File: src/rtl/xor_stream_checksum.sv
// xor_stream_checksum
//   Accumulates the bitwise XOR of every word in a packet. Words arrive over a
//   valid/ready handshake, and in_last_i marks the last word of a packet. When
//   the last beat is accepted, the block registers the checksum, its reduction
//   parity, the saturated beat count and an overlength flag as one result.
//   The result is held on a valid/ready output until the sink takes it.
//
// Ports
//   clk_i         rising-edge clock
//   rst_ni        asynchronous active-low reset
//   in_valid_i    input beat valid
//   in_ready_o    block can accept an input beat (combinational)
//   in_data_i     input word, WIDTH bits
//   in_last_i     final beat of the packet
//   out_valid_o   result valid
//   out_ready_i   sink accepts result
//   out_xor_o     XOR of all words in the packet
//   out_parity_o  reduction XOR of out_xor_o
//   out_len_o     beats in the packet, saturated at MAX_LEN
//   out_err_o     packet exceeded MAX_LEN beats
module xor_stream_checksum #(
    parameter  int WIDTH   = 8,
    parameter  int MAX_LEN = 16,
    localparam int LEN_W   = $clog2(MAX_LEN + 1)
) (
    input  logic             clk_i,
    input  logic             rst_ni,
    input  logic             in_valid_i,
    output logic             in_ready_o,
    input  logic [WIDTH-1:0] in_data_i,
    input  logic             in_last_i,
    output logic             out_valid_o,
    input  logic             out_ready_i,
    output logic [WIDTH-1:0] out_xor_o,
    output logic             out_parity_o,
    output logic [LEN_W-1:0] out_len_o,
    output logic             out_err_o
);

    localparam logic [LEN_W-1:0] MAX_CNT = LEN_W'(MAX_LEN);

    // Beat counter increment that sticks at MAX_LEN.
    function automatic logic [LEN_W-1:0] sat_inc(input logic [LEN_W-1:0] c);
        if (c == MAX_CNT) begin
            sat_inc = MAX_CNT;
        end else begin
            sat_inc = c + LEN_W'(1);
        end
    endfunction

    logic [WIDTH-1:0] acc_q, acc_d;
    logic [LEN_W-1:0] cnt_q, cnt_d;
    logic             err_q, err_d;
    logic             out_valid_q, out_valid_d;
    logic [WIDTH-1:0] out_xor_q, out_xor_d;
    logic             out_parity_q, out_parity_d;
    logic [LEN_W-1:0] out_len_q, out_len_d;
    logic             out_err_q, out_err_d;

    logic             accept_in;
    logic             accept_out;
    logic [WIDTH-1:0] acc_next;
    logic             err_next;

    // There is a single result register. Input stalls whenever that register
    // holds a result that is not draining this cycle. Stalling every beat, and
    // not only the last one, keeps the accumulator simple.
    assign in_ready_o = ~out_valid_q | out_ready_i;
    assign accept_in  = in_valid_i & in_ready_o;
    assign accept_out = out_valid_q & out_ready_i;

    assign acc_next = acc_q ^ in_data_i;
    // A beat that arrives while the counter is already at MAX_LEN is beat MAX_LEN+1.
    assign err_next = err_q | (cnt_q == MAX_CNT);

    always_comb begin
        acc_d        = acc_q;
        cnt_d        = cnt_q;
        err_d        = err_q;
        out_valid_d  = out_valid_q;
        out_xor_d    = out_xor_q;
        out_parity_d = out_parity_q;
        out_len_d    = out_len_q;
        out_err_d    = out_err_q;

        if (accept_out) begin
            out_valid_d = 1'b0;
        end

        if (accept_in) begin
            if (in_last_i) begin
                // A new result overrides the drain above, so a result can
                // follow a result on consecutive cycles with no bubble.
                out_valid_d  = 1'b1;
                out_xor_d    = acc_next;
                out_parity_d = ^acc_next;
                out_len_d    = sat_inc(cnt_q);
                out_err_d    = err_next;
                acc_d        = '0;
                cnt_d        = '0;
                err_d        = 1'b0;
            end else begin
                acc_d = acc_next;
                cnt_d = sat_inc(cnt_q);
                err_d = err_next;
            end
        end
    end

    always_ff @(posedge clk_i or negedge rst_ni) begin
        if (!rst_ni) begin
            acc_q        <= '0;
            cnt_q        <= '0;
            err_q        <= 1'b0;
            out_valid_q  <= 1'b0;
            out_xor_q    <= '0;
            out_parity_q <= 1'b0;
            out_len_q    <= '0;
            out_err_q    <= 1'b0;
        end else begin
            acc_q        <= acc_d;
            cnt_q        <= cnt_d;
            err_q        <= err_d;
            out_valid_q  <= out_valid_d;
            out_xor_q    <= out_xor_d;
            out_parity_q <= out_parity_d;
            out_len_q    <= out_len_d;
            out_err_q    <= out_err_d;
        end
    end

    assign out_valid_o  = out_valid_q;
    assign out_xor_o    = out_xor_q;
    assign out_parity_o = out_parity_q;
    assign out_len_o    = out_len_q;
    assign out_err_o    = out_err_q;

endmodule

File: config.mk
export PLATFORM = sky130hd
export DESIGN_NAME = xor_stream_checksum
export DESIGN_NICKNAME = d
export VERILOG_FILES = /design/src/rtl/xor_stream_checksum.sv
export SDC_FILE = /design/constraint.sdc
export NUM_CORES = 1
export LEC_CHECK = 0
export CAP_MARGIN = 20
export CORE_ASPECT_RATIO = 0.8
export CORE_MARGIN = 3
export CORE_UTILIZATION = 45
export DETAILED_ROUTE_END_ITERATION = 6
export PLACE_DENSITY_LB_ADDON = 0.1
export SLEW_MARGIN = 10
export SYNTH_ARGS = -nofsm -noshare
export SYNTH_HDL_FRONTEND = slang
export SYNTH_SLANG_ARGS = --single-unit
File: constraint.sdc
create_clock -name clk_i -period 1.6 [get_ports clk_i]
set_input_delay 0.32 -clock clk_i [delete_from_list [all_inputs] [get_ports clk_i]]
set_output_delay 0.32 -clock clk_i [all_outputs]
set_load 0.02 [all_outputs]
Word level (Yosys, flattened, before mapping)

Index checks and enable logic that the tools add are counted.

Register bits: 30
Bits of input ports: 13
Output and inout bits: 17
Logic and storage cells: 25

Add/subtract/negate cells: 1
Equal/unequal tests: 1
Muxes and demuxes: 7
Bitwise logic cells: 6
Reduce and logical (&&, ||, !) cells: 2

Operators with widths:

| kind                                                          | count |
|---|---|
| 5-bit two-way mux                                             | 2 |
| 8-bit two-way mux                                             | 1 |
| 8-bit XOR reduction                                           | 1 |
| 8-bit XOR                                                     | 1 |
| 5-bit by 1-bit adder with 5-bit output, second input constant | 1 |
| 5-bit == test, second input constant                          | 1 |
| 1-bit two-way mux                                             | 4 |
| 1-bit AND                                                     | 2 |
| 1-bit bitwise OR                                              | 2 |
| 2-bit AND reduction                                           | 1 |
| 1-bit inverter                                                | 1 |

Depth between registers and ports, before layout

Depth after elaboration: 4
Depth in mapped cells: 7
Gate-level depth less buffers: 5

Worst setup path before layout

No wires, ideal clock.

Kind: register -> register
From: reg out_valid_q, in the netlist out_valid_o
To: reg out_len_q[1], in the netlist out_len_o[1]
Library setup time: 0.125 ns
Arrival: 1.500 ns
Data required time: 1.475 ns
Slack: -0.025 ns
Cell stages (with the launch flop): 6
Path buffers: 1
Clock period less this slack: 1.625 ns
Cells stage by stage: dfrtp_1 > nand2b_1 > and2_0 > nand2_1 > buf_2 > mux2_2

Longest elaborated chain between the ends: 4

Ends and longest elaborated chain:

| item                          | line | RTL |
|---|---|---|
| from (decl)                   | 54   | `logic out_valid_q, out_valid_d;` |
| from (signal assigned)        | 124  | `out_valid_q <= out_valid_d;` |
| 1-bit inverter                | 68   | `assign in_ready_o = ~out_valid_q \| out_ready_i;` |
| 1-bit bitwise OR              | 68   |  |
| net in_ready_o                | 29   | `output logic in_ready_o,` |
| 1-bit AND                     | 69   | `assign accept_in = in_valid_i & in_ready_o;` |
| 2-bit AND reduction (no line) | -    |  |
| to (signal assigned)          | 127  | `out_len_q <= out_len_d;` |
| to (decl)                     | 57   | `logic [LEN_W-1:0] out_len_q, out_len_d;` |

The timed path passes the listed nets, and every way through them passes these cells.
A chain may end at the register's enable or synchronous reset.

Worst setup path in the final report

From: in in_data_i[3]
To: reg out_parity_q, in the netlist out_parity_o

Longest elaborated chain between the ends: 2

Ends and longest elaborated chain:

| item                 | line | RTL |
|---|---|---|
| from (decl)          | 30   | `input logic [WIDTH-1:0] in_data_i,` |
| 8-bit XOR            | 72   | `assign acc_next = acc_q ^ in_data_i;` |
| 8-bit XOR reduction  | 96   | `out_parity_d = ^acc_next;` |
| to (signal assigned) | 126  | `out_parity_q <= out_parity_d;` |
| to (decl)            | 56   | `logic out_parity_q, out_parity_d;` |

No other way between the ends.

==> results by group <==
Place
  • Port Buffers: 29
  • Final HPWL DP: 2.49 mm
  • GP Congestion: 0.807
  • Placed insts: 238

Yosys
  • Post-synth cell types: 28
  • Register area share after synthesis: 50.4%
  • Post-Synthesis Cells: 154
  • #FFs+latches synth: 30
  • Mean Syn Cell Area: roughly 9.7 um2
  • Net Count, Synth: 169
  • Mapped Area: 1490 um2
  • Yosys warning total: 0

Setup path
  • Critical path capture point type: register
  • CP arrival: 1.81 ns
  • Critical Path RT: 1.77 ns
  • Crit. Startpoint: in_data_i[3]
  • Worst R2R Start: acc_q[4]
  • Critical path peak fanout: 2
  • Setup crit start kind: primary input
  • WS Path Type: primary input to register

Floorplan
  • I/O pin count: 30
  • Die Area: 4040 um2
  • Die height: between 50 and 60 um
  • Die W: 70.3 um
  • Num rows: 18
  • Starting Density: 47.6%
  • Core area: 3130 um2

Global route
  • Met2 Resource Use GR: a little under a third
  • First-pass GRT wire length: 6.07 mm
  • GR Util met1: 24.3%
  • Total gr overflow: 0
  • Initial antenna violation count: 0
  • Number of global-route vias before repair: approximately 1400
  • Grt met3 use: 5.11%
  • Top Usage Layer GRT: met2
  • GRT Total Usage: between 10% and 20%
  • Largest net degree at the start of global routing: 31

Timing
  • F_max: about 600 MHz
  • Worst setup margin: -0.0438 ns
  • Final hold vios: 0
  • Clock Skew: approximately 0.0047 ns
  • Max Slew Vio Count: 0
  • Relative slew slack: 74.9%
  • RSZ-0062 raised after global routing: true
  • Count of final setup violators: 1
  • Min cycle time layout: 1.64 ns
  • Slew @ Worst Pin: 0.377 ns
  • Fin crit share: 103%

Clock tree
  • H-tree Lvls: 2
  • Skew-Pair Late Insertion Delay: ~0.28 ns
  • CTS tree: yes
  • Max Root-Sink Buffers: 2
  • Clock transition at the registers of the reported paths: 0.06 ns
  • CTS sink count: 30
  • TritonCTS Buffers: 5
  • Root Buffer: clkbuf_8

Flow run
  • Max Cap Viol: 0

Outcome
  • Outcome: finished with violations
  • Violated checks: setup timing

Route
  • Iteration-0 DRC Markers: 54
  • Number of remaining DRC errors: 0
  • Drt wl/cell: 13.7 um
  • Vias: between 1000 and 1500
  • Final WL: 3.40 mm
  • ANT nets after route: 0
  • Drt first pass iters: 4
  • Avg Vias per Cell: a little over 5

Pwr
  • PD cells: 1210 nW/um2
  • Pwr Total: roughly 2.5 mW
  • LEAKAGE: roughly 1 nW
  • Maximum VDD drop: 787 uV

Layout
  • Most frequent cells in the layout: 29 x dfrtp_1, 27 x nand2_1, 25 x o21ai_0, 25 x buf_4, 22 x clkdlybuf4s50_1
  • Area growth from synthesis to layout: 41.1%
  • Fin nets: 223
  • Layout cell share with drive strength beyond 1: 22.0%
  • Most common cell after layout, fill and taps aside: dfrtp_1
  • Final cell count without fillers: 249
  • Fin util: 67.2%
  • Antenna diode count: 0

Worst hold path
  • Hold/Removal Path Class: primary input to asynchronous set/reset pin
==> path summary, 6_finish.rpt <==
path,slack (ns),end,depth (start not counted)
min in group clk_i,0.47,out_len_o[4],2
max in group asynchronous,0.88,acc_q[5],2
max reg2reg,-0.01,out_parity_o,5
max,-0.04,out_parity_o,6
min,0.42,cnt_q[1],2
min reg2reg,0.47,out_len_o[4],2
==> Yosys cell counts <==
cell type,instances,share of area (%)
or4_1,1,0.50
xnor3_1,1,1.5
nor2b_1,11,4.6
and4bb_2,1,0.84
a21oi_1,9,3.0
o31ai_1,2,1.0
nor2_1,7,1.8
o21ai_0,25,8.4
dfrtp_1,30,50
nor4bb_1,1,0.67
xnor2_2,2,2.2
and2b_1,1,0.50
a31oi_1,2,0.84
and2_0,1,0.42
nand2b_1,1,0.42
mux2_2,2,1.5
nand3_1,2,0.67
inv_1,2,0.50
xor2_1,2,1.2
nand3b_1,1,0.50
clkbuf_1,3,0.76
nand2_1,28,7.1
buf_2,3,1.0
buf_4,1,0.50
xnor2_1,10,5.9
a21o_1,1,0.50
and2b_2,2,1.2
ha_1,2,1.7
==> kinds of logic (layout without fill, tap and decap cells) <==
group / after synthesis / count (layout) / synth area share [%]
compound gates: 39 / 39 / 13.8
xor+xnor: 15 / 15 / 10.7
fa+ha+maj: 2 / 2 / 1.68
buf+inv: 9 / 64 / 2.77
flops: 30 / 30 / 50.4
mux: 2 / 2 / 1.51
simple gates: 57 / 57 / 19.1
==> cell type report <==
type | count | area (um2)
clock buffers | 7 | 86.3
clock inverters | 1 | 5.00
fillers | 254 | 1030
inverters | 2 | 7.51
multi-input cells | 115 | 718
flip-flops and latches | 30 | 752
well taps | 40 | 50.0
repair buffers | 54 | 484
==> critical path, cell delays in order <==
cell and delay [ns]:
clkdlybuf4s50_1 0.50, nor2b_2 0.19, nor2_2 0.07, xnor3_1 0.35, xnor2_1 0.13, mux2_2 0.25
==> power by group <==
group / internal (mW) / switching, mW
logic: 0.494 / 0.429
clock network: 0.346 / 0.276
registers: 0.902 / 0.0964
==> routing by layer <==
| metal | wire length (um) | vias to the layer above |
|---|---|---|
| li1 | - | 627 |
| met1 | 1550 | 589 |
| met2 | 1620 | 32 |
| met3 | 160 | 9 |
| met4 | 76 | 0 |
| met5 | 0 | - |
==> flip-flops by register name, summed over array words and instances, names as in the netlist <==
register / count
acc_q: 8
cnt_q: 5
err_q: 1
out_err_o: 1
out_len_o: 5
out_parity_o: 1
out_valid_o: 1
out_xor_o: 8
==> stage by stage <==
| stage | setup WS (ns) | instance area (um2) | hold slack (ns) | setup TNS, ns |
|---|---|---|---|---|
| floorplan | 0.0532 | 1490 | 0.0244 | 0 |
| global placement | -0.397 | 1960 | 0.463 | -3.26 |
| detailed placement | -0.429 | 1960 | 0.469 | -3.81 |
| CTS | -0.0694 | 2070 | 0.431 | -0.0694 |
| global route | -0.0908 | 2100 | 0.459 | -0.0966 |
| finish | -0.0438 | 2100 | 0.424 | -0.0438 |
==> repair_timing <==
item,in CTS,in global routing
resized for setup,4,9
endpoints found under the setup margin,2,6
pin swaps,2,4
hold buffers,0,0
setup buffers,1,2
No activity file was read; power rests on OpenSTA's default activity.
